[src/rtl/fuzzy_pkg.sv]
// Shared constants for the fuzzy risk sequencer and the fuzzy estimator it drives.
package fuzzy_pkg;

  // Sequencer state encoding
  localparam logic [2:0] ST_COLLECT = 3'd0;
  localparam logic [2:0] ST_UPDATE  = 3'd1;
  localparam logic [2:0] ST_STROBE  = 3'd2;
  localparam logic [2:0] ST_SETTLE  = 3'd3;
  localparam logic [2:0] ST_CAPTURE = 3'd4;

  // Percentage ceiling applied to raw sensor samples
  localparam int MAX_PCT_DEF = 100;

  // Default alarm hysteresis thresholds on the estimator's risk output
  localparam int ALARM_ON_DEF  = 200;
  localparam int ALARM_OFF_DEF = 150;

  // Estimator operand/result widths
  localparam int PCT_W  = 8;
  localparam int RISK_W = 8;

  typedef logic [PCT_W-1:0] pct_t;

  // Sensor channel selector values
  typedef enum logic {
    CH_RAIN = 1'b0,
    CH_SOIL = 1'b1
  } chan_e;

endpackage

[src/rtl/fuzzy_sequencer_if.sv]
// Sensor sample stream: valid/ready handshake carrying a channel tag and a raw value.
interface fuzzy_sequencer_if;
  import fuzzy_pkg::*;

  logic in_valid;
  logic in_sel;
  pct_t in_data;
  logic in_ready;

  modport master (output in_valid, output in_sel, output in_data, input in_ready);
  modport slave  (input in_valid, input in_sel, input in_data, output in_ready);

endinterface

[src/rtl/fuzzy_sequencer_sample_avg.sv]
// Per-channel sample averager: clamp, accumulate 2^AVG_LOG2 samples, divide by shift.
module sample_avg
  import fuzzy_pkg::*;
#(
  parameter int AVG_LOG2 = 2,
  parameter int MAX_PCT  = MAX_PCT_DEF
) (
  input  logic clk,
  input  logic rst_n,
  input  logic take,
  input  logic clear,
  input  pct_t data,
  output logic full,
  output logic last,
  output pct_t avg
);

  localparam int ACC_W = PCT_W + AVG_LOG2;
  localparam int CNT_W = AVG_LOG2 + 1;
  localparam logic [CNT_W-1:0] CNT_MAX  = CNT_W'(1 << AVG_LOG2);
  localparam logic [CNT_W-1:0] CNT_LAST = CNT_MAX - CNT_W'(1);

  logic [ACC_W-1:0] acc;
  logic [CNT_W-1:0] cnt;

  function automatic pct_t clamp_pct(input pct_t v);
    return (v > pct_t'(MAX_PCT)) ? pct_t'(MAX_PCT) : v;
  endfunction

  assign full = (cnt == CNT_MAX);
  assign last = (cnt == CNT_LAST);
  // Truncating divide; the accumulator is wide enough that no sum overflows.
  assign avg  = pct_t'(acc >> AVG_LOG2);

  // Accumulate clamped samples until the block is full; samples arriving when full are ignored.
  always_ff @(posedge clk or negedge rst_n) begin
    if (!rst_n) begin
      acc <= '0;
      cnt <= '0;
    end else if (clear) begin
      acc <= '0;
      cnt <= '0;
    end else if (take && !full) begin
      acc <= acc + ACC_W'(clamp_pct(data));
      cnt <= cnt + CNT_W'(1);
    end
  end

endmodule

[src/rtl/fuzzy_sequencer.sv]
// Collects rain/soil sample blocks, presents their averages to the fuzzy estimator,
// strobes it, waits for it to settle, captures its risk and maintains a hysteretic alarm.
module fuzzy_sequencer
  import fuzzy_pkg::*;
#(
  parameter int AVG_LOG2  = 2,
  parameter int SETTLE    = 4,
  parameter int ALARM_ON  = ALARM_ON_DEF,
  parameter int ALARM_OFF = ALARM_OFF_DEF,
  parameter int MAX_PCT   = MAX_PCT_DEF
) (
  input  logic                clk,
  input  logic                rst_n,
  fuzzy_sequencer_if.slave    smp,
  output pct_t                rain,
  output pct_t                soil,
  output logic                ef,
  input  pct_t                risk,
  output pct_t                risk_q,
  output logic                risk_valid,
  output logic                alarm,
  output logic                drop
);

  logic [2:0] state;
  logic [2:0] state_nxt;
  logic [3:0] settle_cnt;

  logic accept;
  logic rain_take;
  logic soil_take;
  logic rain_full;
  logic soil_full;
  logic rain_last;
  logic soil_last;
  logic chan_full;
  logic complete;
  logic clear;
  logic capture_now;
  pct_t rain_avg;
  pct_t soil_avg;

  assign smp.in_ready = (state == ST_COLLECT);
  assign accept       = smp.in_valid && smp.in_ready;
  assign rain_take    = accept && !smp.in_sel;
  assign soil_take    = accept && smp.in_sel;
  assign chan_full    = smp.in_sel ? soil_full : rain_full;
  // The accepted sample fills its own channel while the other channel is already full.
  assign complete     = accept && !chan_full &&
                        (smp.in_sel ? (soil_last && rain_full) : (rain_last && soil_full));
  assign clear        = (state == ST_UPDATE);
  assign capture_now  = (state == ST_SETTLE) && (settle_cnt == 4'd0);

  sample_avg #(.AVG_LOG2(AVG_LOG2), .MAX_PCT(MAX_PCT)) u_rain (
    .clk   (clk),
    .rst_n (rst_n),
    .take  (rain_take),
    .clear (clear),
    .data  (smp.in_data),
    .full  (rain_full),
    .last  (rain_last),
    .avg   (rain_avg)
  );

  sample_avg #(.AVG_LOG2(AVG_LOG2), .MAX_PCT(MAX_PCT)) u_soil (
    .clk   (clk),
    .rst_n (rst_n),
    .take  (soil_take),
    .clear (clear),
    .data  (smp.in_data),
    .full  (soil_full),
    .last  (soil_last),
    .avg   (soil_avg)
  );

  // Next-state selection for the evaluation cycle.
  always_comb begin
    state_nxt = state;
    case (state)
      ST_COLLECT: if (complete) state_nxt = ST_UPDATE;
      ST_UPDATE:  state_nxt = ST_STROBE;
      ST_STROBE:  state_nxt = ST_SETTLE;
      ST_SETTLE:  if (settle_cnt == 4'd0) state_nxt = ST_CAPTURE;
      ST_CAPTURE: state_nxt = ST_COLLECT;
      default:    state_nxt = ST_COLLECT;
    endcase
  end

  // State register.
  always_ff @(posedge clk or negedge rst_n) begin
    if (!rst_n) state <= ST_COLLECT;
    else        state <= state_nxt;
  end

  // Settle timer: loaded so that SETTLE spans exactly SETTLE cycles, ending at zero.
  always_ff @(posedge clk or negedge rst_n) begin
    if (!rst_n)                         settle_cnt <= 4'd0;
    else if (state == ST_STROBE)        settle_cnt <= 4'(SETTLE - 1);
    else if (state == ST_SETTLE && settle_cnt != 4'd0) settle_cnt <= settle_cnt - 4'd1;
  end

  // Estimator operands and strobe: averages change on leaving UPDATE, ef marks the next cycle.
  always_ff @(posedge clk or negedge rst_n) begin
    if (!rst_n) begin
      rain <= '0;
      soil <= '0;
      ef   <= 1'b0;
    end else begin
      ef <= (state == ST_UPDATE);
      if (state == ST_UPDATE) begin
        rain <= rain_avg;
        soil <= soil_avg;
      end
    end
  end

  // Risk capture on entry to CAPTURE, with a single-cycle valid pulse.
  always_ff @(posedge clk or negedge rst_n) begin
    if (!rst_n) begin
      risk_q     <= '0;
      risk_valid <= 1'b0;
    end else begin
      risk_valid <= capture_now;
      if (capture_now) risk_q <= risk;
    end
  end

  // Hysteretic alarm evaluated from the captured risk while in CAPTURE.
  always_ff @(posedge clk or negedge rst_n) begin
    if (!rst_n) begin
      alarm <= 1'b0;
    end else if (state == ST_CAPTURE) begin
      if (risk_q >= pct_t'(ALARM_ON))      alarm <= 1'b1;
      else if (risk_q < pct_t'(ALARM_OFF)) alarm <= 1'b0;
    end
  end

  // Discard indication for a sample accepted on an already-full channel.
  always_ff @(posedge clk or negedge rst_n) begin
    if (!rst_n) drop <= 1'b0;
    else        drop <= accept && chan_full;
  end

endmodule

[src/flat_wrapper.sv]
// flat-port wrapper written by rule: the top's interface ports become plain ports
module fuzzy_sequencer_flat import fuzzy_pkg::*;
#(
  parameter int AVG_LOG2  = 2,
  parameter int SETTLE    = 4,
  parameter int ALARM_ON  = ALARM_ON_DEF,
  parameter int ALARM_OFF = ALARM_OFF_DEF,
  parameter int MAX_PCT   = MAX_PCT_DEF
)
  (clk, rst_n, rain, soil, ef, risk, risk_q, risk_valid, alarm, drop, smp_in_valid, smp_in_sel, smp_in_data, smp_in_ready);
  fuzzy_sequencer_if smp_i ();
  input  logic clk;
  input  logic rst_n;
  output pct_t rain;
  output pct_t soil;
  output logic ef;
  input  pct_t risk;
  output pct_t risk_q;
  output logic risk_valid;
  output logic alarm;
  output logic drop;
  input wire logic [$bits(smp_i.in_valid)-1:0] smp_in_valid;
  input wire logic [$bits(smp_i.in_sel)-1:0] smp_in_sel;
  input wire logic [$bits(smp_i.in_data)-1:0] smp_in_data;
  output wire logic [$bits(smp_i.in_ready)-1:0] smp_in_ready;
  assign smp_i.in_valid = smp_in_valid;
  assign smp_i.in_sel = smp_in_sel;
  assign smp_i.in_data = smp_in_data;
  assign smp_in_ready = smp_i.in_ready;
  fuzzy_sequencer #(.AVG_LOG2(AVG_LOG2), .SETTLE(SETTLE), .ALARM_ON(ALARM_ON), .ALARM_OFF(ALARM_OFF), .MAX_PCT(MAX_PCT)) u_core (.clk(clk), .rst_n(rst_n), .smp(smp_i), .rain(rain), .soil(soil), .ef(ef), .risk(risk), .risk_q(risk_q), .risk_valid(risk_valid), .alarm(alarm), .drop(drop));
endmodule
[config.mk]
export PLATFORM = sky130hd
export DESIGN_NAME = fuzzy_sequencer_flat
export DESIGN_NICKNAME = d
export VERILOG_FILES = /design/src/rtl/fuzzy_pkg.sv /design/src/rtl/fuzzy_sequencer_if.sv /design/src/rtl/fuzzy_sequencer_sample_avg.sv /design/src/rtl/fuzzy_sequencer.sv /design/src/flat_wrapper.sv
export SDC_FILE = /design/constraint.sdc
export NUM_CORES = 1
export LEC_CHECK = 0
export CAP_MARGIN = 10
export CORE_AREA = 2 2 105 127
export DETAILED_ROUTE_END_ITERATION = 8
export DIE_AREA = 0 0 107 129
export SYNTH_ARGS = -nofsm -noshare
export SYNTH_HDL_FRONTEND = slang
export SYNTH_HIERARCHICAL = 1
export SYNTH_SLANG_ARGS = --single-unit
[constraint.sdc]
create_clock -name clk -period 2.6 [get_ports clk]
set_input_delay 0.52 -clock clk [delete_from_list [all_inputs] [get_ports clk]]
set_output_delay 0.52 -clock clk [all_outputs]
set_load 0.05 [all_outputs]
# Word-level counts from Yosys, hierarchy flattened
# Cells that the tools add are included.
# classes
n_addsub	5
n_lt_le_gt_ge	3
n_eq_ne	10
n_mux	18
reduce_logical	25
# ops
operator	count
$mux W10	4
$add A10 B8 Y10	2
$mux W3	6
$eq A3 B2 Y1 const B	4
$logic_and A1 B1 Y1	12
$pmux W3 S4	1
$eq A3 B3 Y1 const B	3
$ge A8 B8 Y1 const B	1
$gt A8 B7 Y1 const B	1
$lt A8 B8 Y1 const B	1
$mux W4	2
$mux W8	1
$reduce_bool A2 Y1	4
$add A3 B1 Y3 const B	2
$logic_not A1 Y1	4
$logic_not A4 Y1	1
$mux W1	4
$ne A2 B2 Y1 const B	2
$reduce_and A2 Y1	2
$reduce_bool A4 Y1	1
$sub A4 B1 Y4 const B	1
$eq A3 B1 Y1 const B	1
$logic_not A3 Y1	1
# totals
register_bits	61
inputBits	20
out_inout_bits	29

# Depth between registers and ports, before layout
# Gate-level depths: netlist (run 1).
# logic_depth
ltp_word	7
ltp_mapped	12

# Modules after synthesis
# Netlist (run 1), hierarchy kept.
# by_module_without_submodules
mod	n_inst	cells_each	area_each_um2
fuzzy_sequencer	1	106	1531.5
sample_avg at u_core.u_soil	1	132	1096.1
sample_avg at u_core.u_rain	1	125	1073.5

# Worst setup path after synthesis (run 1)
# No wires, ideal clock.
# synth_path
kind	flip-flop to flip-flop
from	reg u_core.state[1]
to	reg u_core.u_soil.acc[9]
arrival_ps	2895
setup_slack_ps	-420
stages_incl_launch_ff	6
synth_period_minus_slack_ps	3020
path_cell_list	dfrtp_1 nor3_1 and3_1 nand2_1 o41a_1 mux2_4
# synth_between
elab_chain_cells	5
elab_cells_between_ends	7
cone_classes	eq/ne (1); mux (1); reduce/logical (5)
# synth_rtl
item	line	rtl
start, declared	fuzzy_sequencer.sv:25	logic [2:0] state;
start signal, assigned	fuzzy_sequencer.sv:92	else state <= state_nxt;
$logic_not A3 Y1	fuzzy_sequencer.sv:43	assign smp.in_ready = (state == ST_COLLECT);
net smp_in_ready	flat_wrapper.sv:25	output wire logic [$bits(smp_i.in_ready)-1:0] smp_in_ready;
$logic_and A1 B1 Y1	fuzzy_sequencer.sv:44	assign accept = smp.in_valid && smp.in_ready;
$logic_and A1 B1 Y1	fuzzy_sequencer.sv:46	assign soil_take = accept && smp.in_sel;
net u_core.soil_take	fuzzy_sequencer.sv:31	logic soil_take;
$logic_and A1 B1 Y1	fuzzy_sequencer_sample_avg.sv:43	end else if (take && !full) begin
$reduce_bool A2 Y1 (no line)	n/a	
end signal, assigned	fuzzy_sequencer_sample_avg.sv:44	acc <= acc + ACC_W'(clamp_pct(data));
end, declared	fuzzy_sequencer_sample_avg.sv:23	logic [ACC_W-1:0] acc;
# The timed path passes the listed nets, and every way through them passes these cells.
# A chain may end at the register's enable or synchronous reset.

# Final worst setup path (run 1)
# layout_path
from	reg u_core.state[0]
to	out smp_in_ready
# layout_between
elab_chain_cells	1
# layout_rtl
item	line
$logic_not A3 Y1	fuzzy_sequencer.sv:43
end, declared	flat_wrapper.sv:25
# No other way between the ends.

==> results of run 1 <==
==> worst max-delay path by stage <==
stage / start / end / slack (ns) / cells after the start
floorplan: smp_in_data[0] / u_core/u_rain/acc[8]$_DFFE_PN0P_ / 0.04 / 12
global placement: smp_in_data[0] / u_core/u_soil/acc[9]$_DFFE_PN0P_ / -0.46 / 11
detailed placement: smp_in_data[0] / u_core/u_soil/acc[9]$_DFFE_PN0P_ / -0.53 / 11
CTS: u_core/state[0]$_DFFE_PN0P_ / smp_in_ready / 0.07 / 2
global route: smp_in_data[0] / u_core/u_rain/acc[8]$_DFFE_PN0P_ / -0.002 / 13
finish: u_core/state[0]$_DFFE_PN0P_ / smp_in_ready / 0.08 / 2
==> synth_stat cells (2+ instances only) <==
master,count,area [um^2]
nand4_1,3,18.8
a21oi_1,18,90.1
and2_1,8,50.1
o31a_1,3,26.3
nand3b_1,2,15.0
nor2b_1,9,56.3
nand3_1,3,15.0
o211ai_1,5,37.5
conb_1,2,7.51
nand2_1,32,120
a21o_1,8,60.1
nor3_1,3,15.0
o22ai_1,2,12.5
mux2_2,15,169
nor4b_1,3,26.3
clkbuf_1,5,18.8
or2_2,5,31.3
buf_2,2,10.0
o21ai_0,13,65.1
a31oi_1,6,37.5
o21a_1,3,22.5
nor3b_1,5,37.5
nor2_1,27,101
nand2b_1,2,12.5
or3_1,2,12.5
a211oi_1,8,60.1
fa_1,2,40.0
buf_1,2,7.51
ha_1,23,288
dfrtp_1,61,1530
buf_4,17,128
inv_1,18,67.6
xnor2_1,6,52.6
mux2_4,11,165
or4_1,3,22.5
==> cells by family (layout without fill, tap and decap cells) <==
| logic type | count (synthesis) | in the layout | synth area share [%] |
|---|---|---|---|
| AOI/OAI and AO/OA | 78 | 78 | 14.1 |
| and+or+nand+nor | 118 | 118 | 17.8 |
| adders and majority gates | 25 | 25 | 8.86 |
| other | 2 | 2 | 0.203 |
| buffers and inverters | 45 | 123 | 6.80 |
| DFF | 61 | 61 | 41.2 |
| muxes | 28 | 28 | 9.60 |
| xor gates and xnor gates | 6 | 6 | 1.42 |
==> power by group <==
group          internal, mW  total, mW  switching [mW]
sequential             1.31       1.61           0.302
combinational          1.17       2.61            1.43
clock                 0.833       1.27           0.437
==> layer usage <==
metal / GRT usage (%) / vias to the layer above
met1: 15.9 / 1393
met3: 2.63 / 11
met5: 0 / -
li1: - / 1420
met2: 20.2 / 54
met4: 4.97 / 0
==> area by class of cell <==
| type | count | share of cell area, % |
|---|---|---|
| clock buffers | 9 | 4.60 |
| clock inverters | 7 | 1.84 |
| inverters | 18 | 1.38 |
| multi-input cells | 257 | 40.4 |
| flip-flops and latches | 61 | 31.2 |
| well taps | 164 | 4.20 |
| repair buffers | 89 | 16.3 |
==> what timing repair did <==
action                                  in CTS  in global routing
pin swaps                                    7                  4
buffers inserted                             0                  0
cloned                                       0                  0
resized for setup                           16                  1
endpoints found under the setup margin      10                  7
==> through the flow <==
step / instance area, um^2 / cells
finish: 4890 / 605
global route: 4890 / 605
CTS: 4890 / 605
detailed placement: 4540 / 589
global placement: 4540 / 589
floorplan: 3710 / 363
==> flip-flops by register name (all words and copies together) (netlist names), 3 cells and up <==
register and flops:
u_core/u_rain/acc 10, u_core/u_soil/acc 10, u_core/rain 8, u_core/risk_q 8, u_core/soil 8, u_core/settle_cnt 4, u_core/state 3, u_core/u_rain/cnt 3
u_core/u_soil/cnt 3
==> key figures, run 1 <==
Floorplan
  – Num rows: 45
  – Die ar.: 13800 um^2
  – Starting Density: 29.5%
  – I/O Pins: 49
  – Horiz. Die Dim: 107 um
  – Core ar.: 12600 um^2
  – Die span in y: 129 um

Route
  – DRT iter0 DRCs: 137
  – Vias: 2878
  – Final ANT Viol Nets: 0
  – DR WL/cell: 13.0 um
  – Met2 routed WL: 3690 um
  – # DRC: 0
  – Vias/cell: 4.76
  – DR pass1 iterations: 4
  – Final wirelength: 7890 um
  – Wire length on met1: 3740 um
  – WL met3: 324 um
  – Uppermost routed layer: met4

STA
  – Final Cycle Share: 96.9%
  – Setup violators final: 0
  – Clock Skews: 0.00746 ns
  – Final Critical Period: 2.52 ns
  – FMAX: 0.397 GHz
  – Slew headroom: 66.1%
  – Setup TNS: 0 ns
  – Final Max Tran Viols: 0
  – Unrepaired setup endpoints after global routing: true
  – Final Hold Viols: 0
  – Slew @ Worst Pin: 0.507 ns
  – Setup ws final: 0.0806 ns
  – WHS: 0.205 ns

Synth
  – Synth Instances: 363
  – Sequential-to-total area share from yosys stat: 41.2%
  – Synth unique cells: 61
  – Yosys reg bits: 61
  – Avg Synthesized Cell Area: 10.2 um^2
  – Post-synth EDFFs: 0
  – Post-synthesis net count: 408
  – Async set-reset flop share out of synthesis: 100%
  – Yosys Warn Count: 6
  – Post-synth top flop: dfrtp_1
  – Mapped Area: 3700 um^2

Critical path
  – Critical path's top delay family: buffers and inverters
  – Critical Path AT: 2.00 ns
  – Worst path max stage delay: 0.86 ns
  – CP bufs+invs: 1
  – Crit-path cells: nor3_2 -> clkdlybuf4s50_1
  – R2R depth: 7
  – Crit end category: output pin
  – End of the worst register-to-register path: u_core/u_rain/acc[8]$_DFFE_PN0P_
  – CP max stage cell: clkdlybuf4s50_1
  – CP Max Fanout: 8
  – Critical Path RT: 2.08 ns
  – Reg2reg setup slack: 0.44 ns
  – Crit path kind: reg2out
  – Worst setup SP type: register
  – RR Startpoint: u_core/state[0]$_DFFE_PN0P_

Global route
  – GRT Total Usage: 12.3%
  – Largest net degree at the start of global routing: 62
  – First-pass GRT wire length: 13700 um
  – Grt total ovfl: 0
  – Vias in the first global route: 2937
  – Initial antenna violation count: 0

Place
  – Post-DP HPWL: 5660 um
  – GPL Wtd Cong: 0.817
  – PortBufs: 48
  – Pre-CTS setup slack: -0.533 ns

Clock network
  – Worst-path clk slew: 0.05 ns
  – TritonCTS clock tree: built
  – Clock Tree Buf Depth: 2
  – TritonCTS sink count: 61
  – Clock latency on the worst-skew pair: 0.33 ns
  – CTS Buf Count: 9
  – Hold buffer count at cts: 0
  – Clock Tree Root: clkbuf_16
  – H-tree Lvls: 3

Final layout
  – Layout net count: 481
  – Commonest cells after routing, fill and taps aside: dfrtp_1 (61), clkdlybuf4s50_1 (39), buf_4 (39)
  – Commonest non-fill, non-tap cell in the layout: dfrtp_1
  – Final core occ: 39.0%
  – Layout fillers: 1213
  – Synthesis-to-layout area growth: 32.2%
  – N_diodes: 0
  – Register area: 1530 um^2
  – Layout cell share with drive strength beyond 1: 24.5%
  – Area taken by multi-input logic gates: 1980 um^2

Run status
  – Status: completed

Min path
  – Worst hold path type: in2async

Pwr
  – P_leak: 2.21 nW
  – Worst IR drop on VDD: 0.492 mV
  – Pwr/cell area: 1120 nW/um^2
  – Overall power: 5.49 mW

Flow run
  – Max-cap violations: 0
(Power assumes the default switching activity.)
==> run 2: changes to the inputs <==
Settings changed: CAP_MARGIN 10 to 20.
==> results of run 2 <==
Final layout, timing and power as in run 1 (identical DEF).
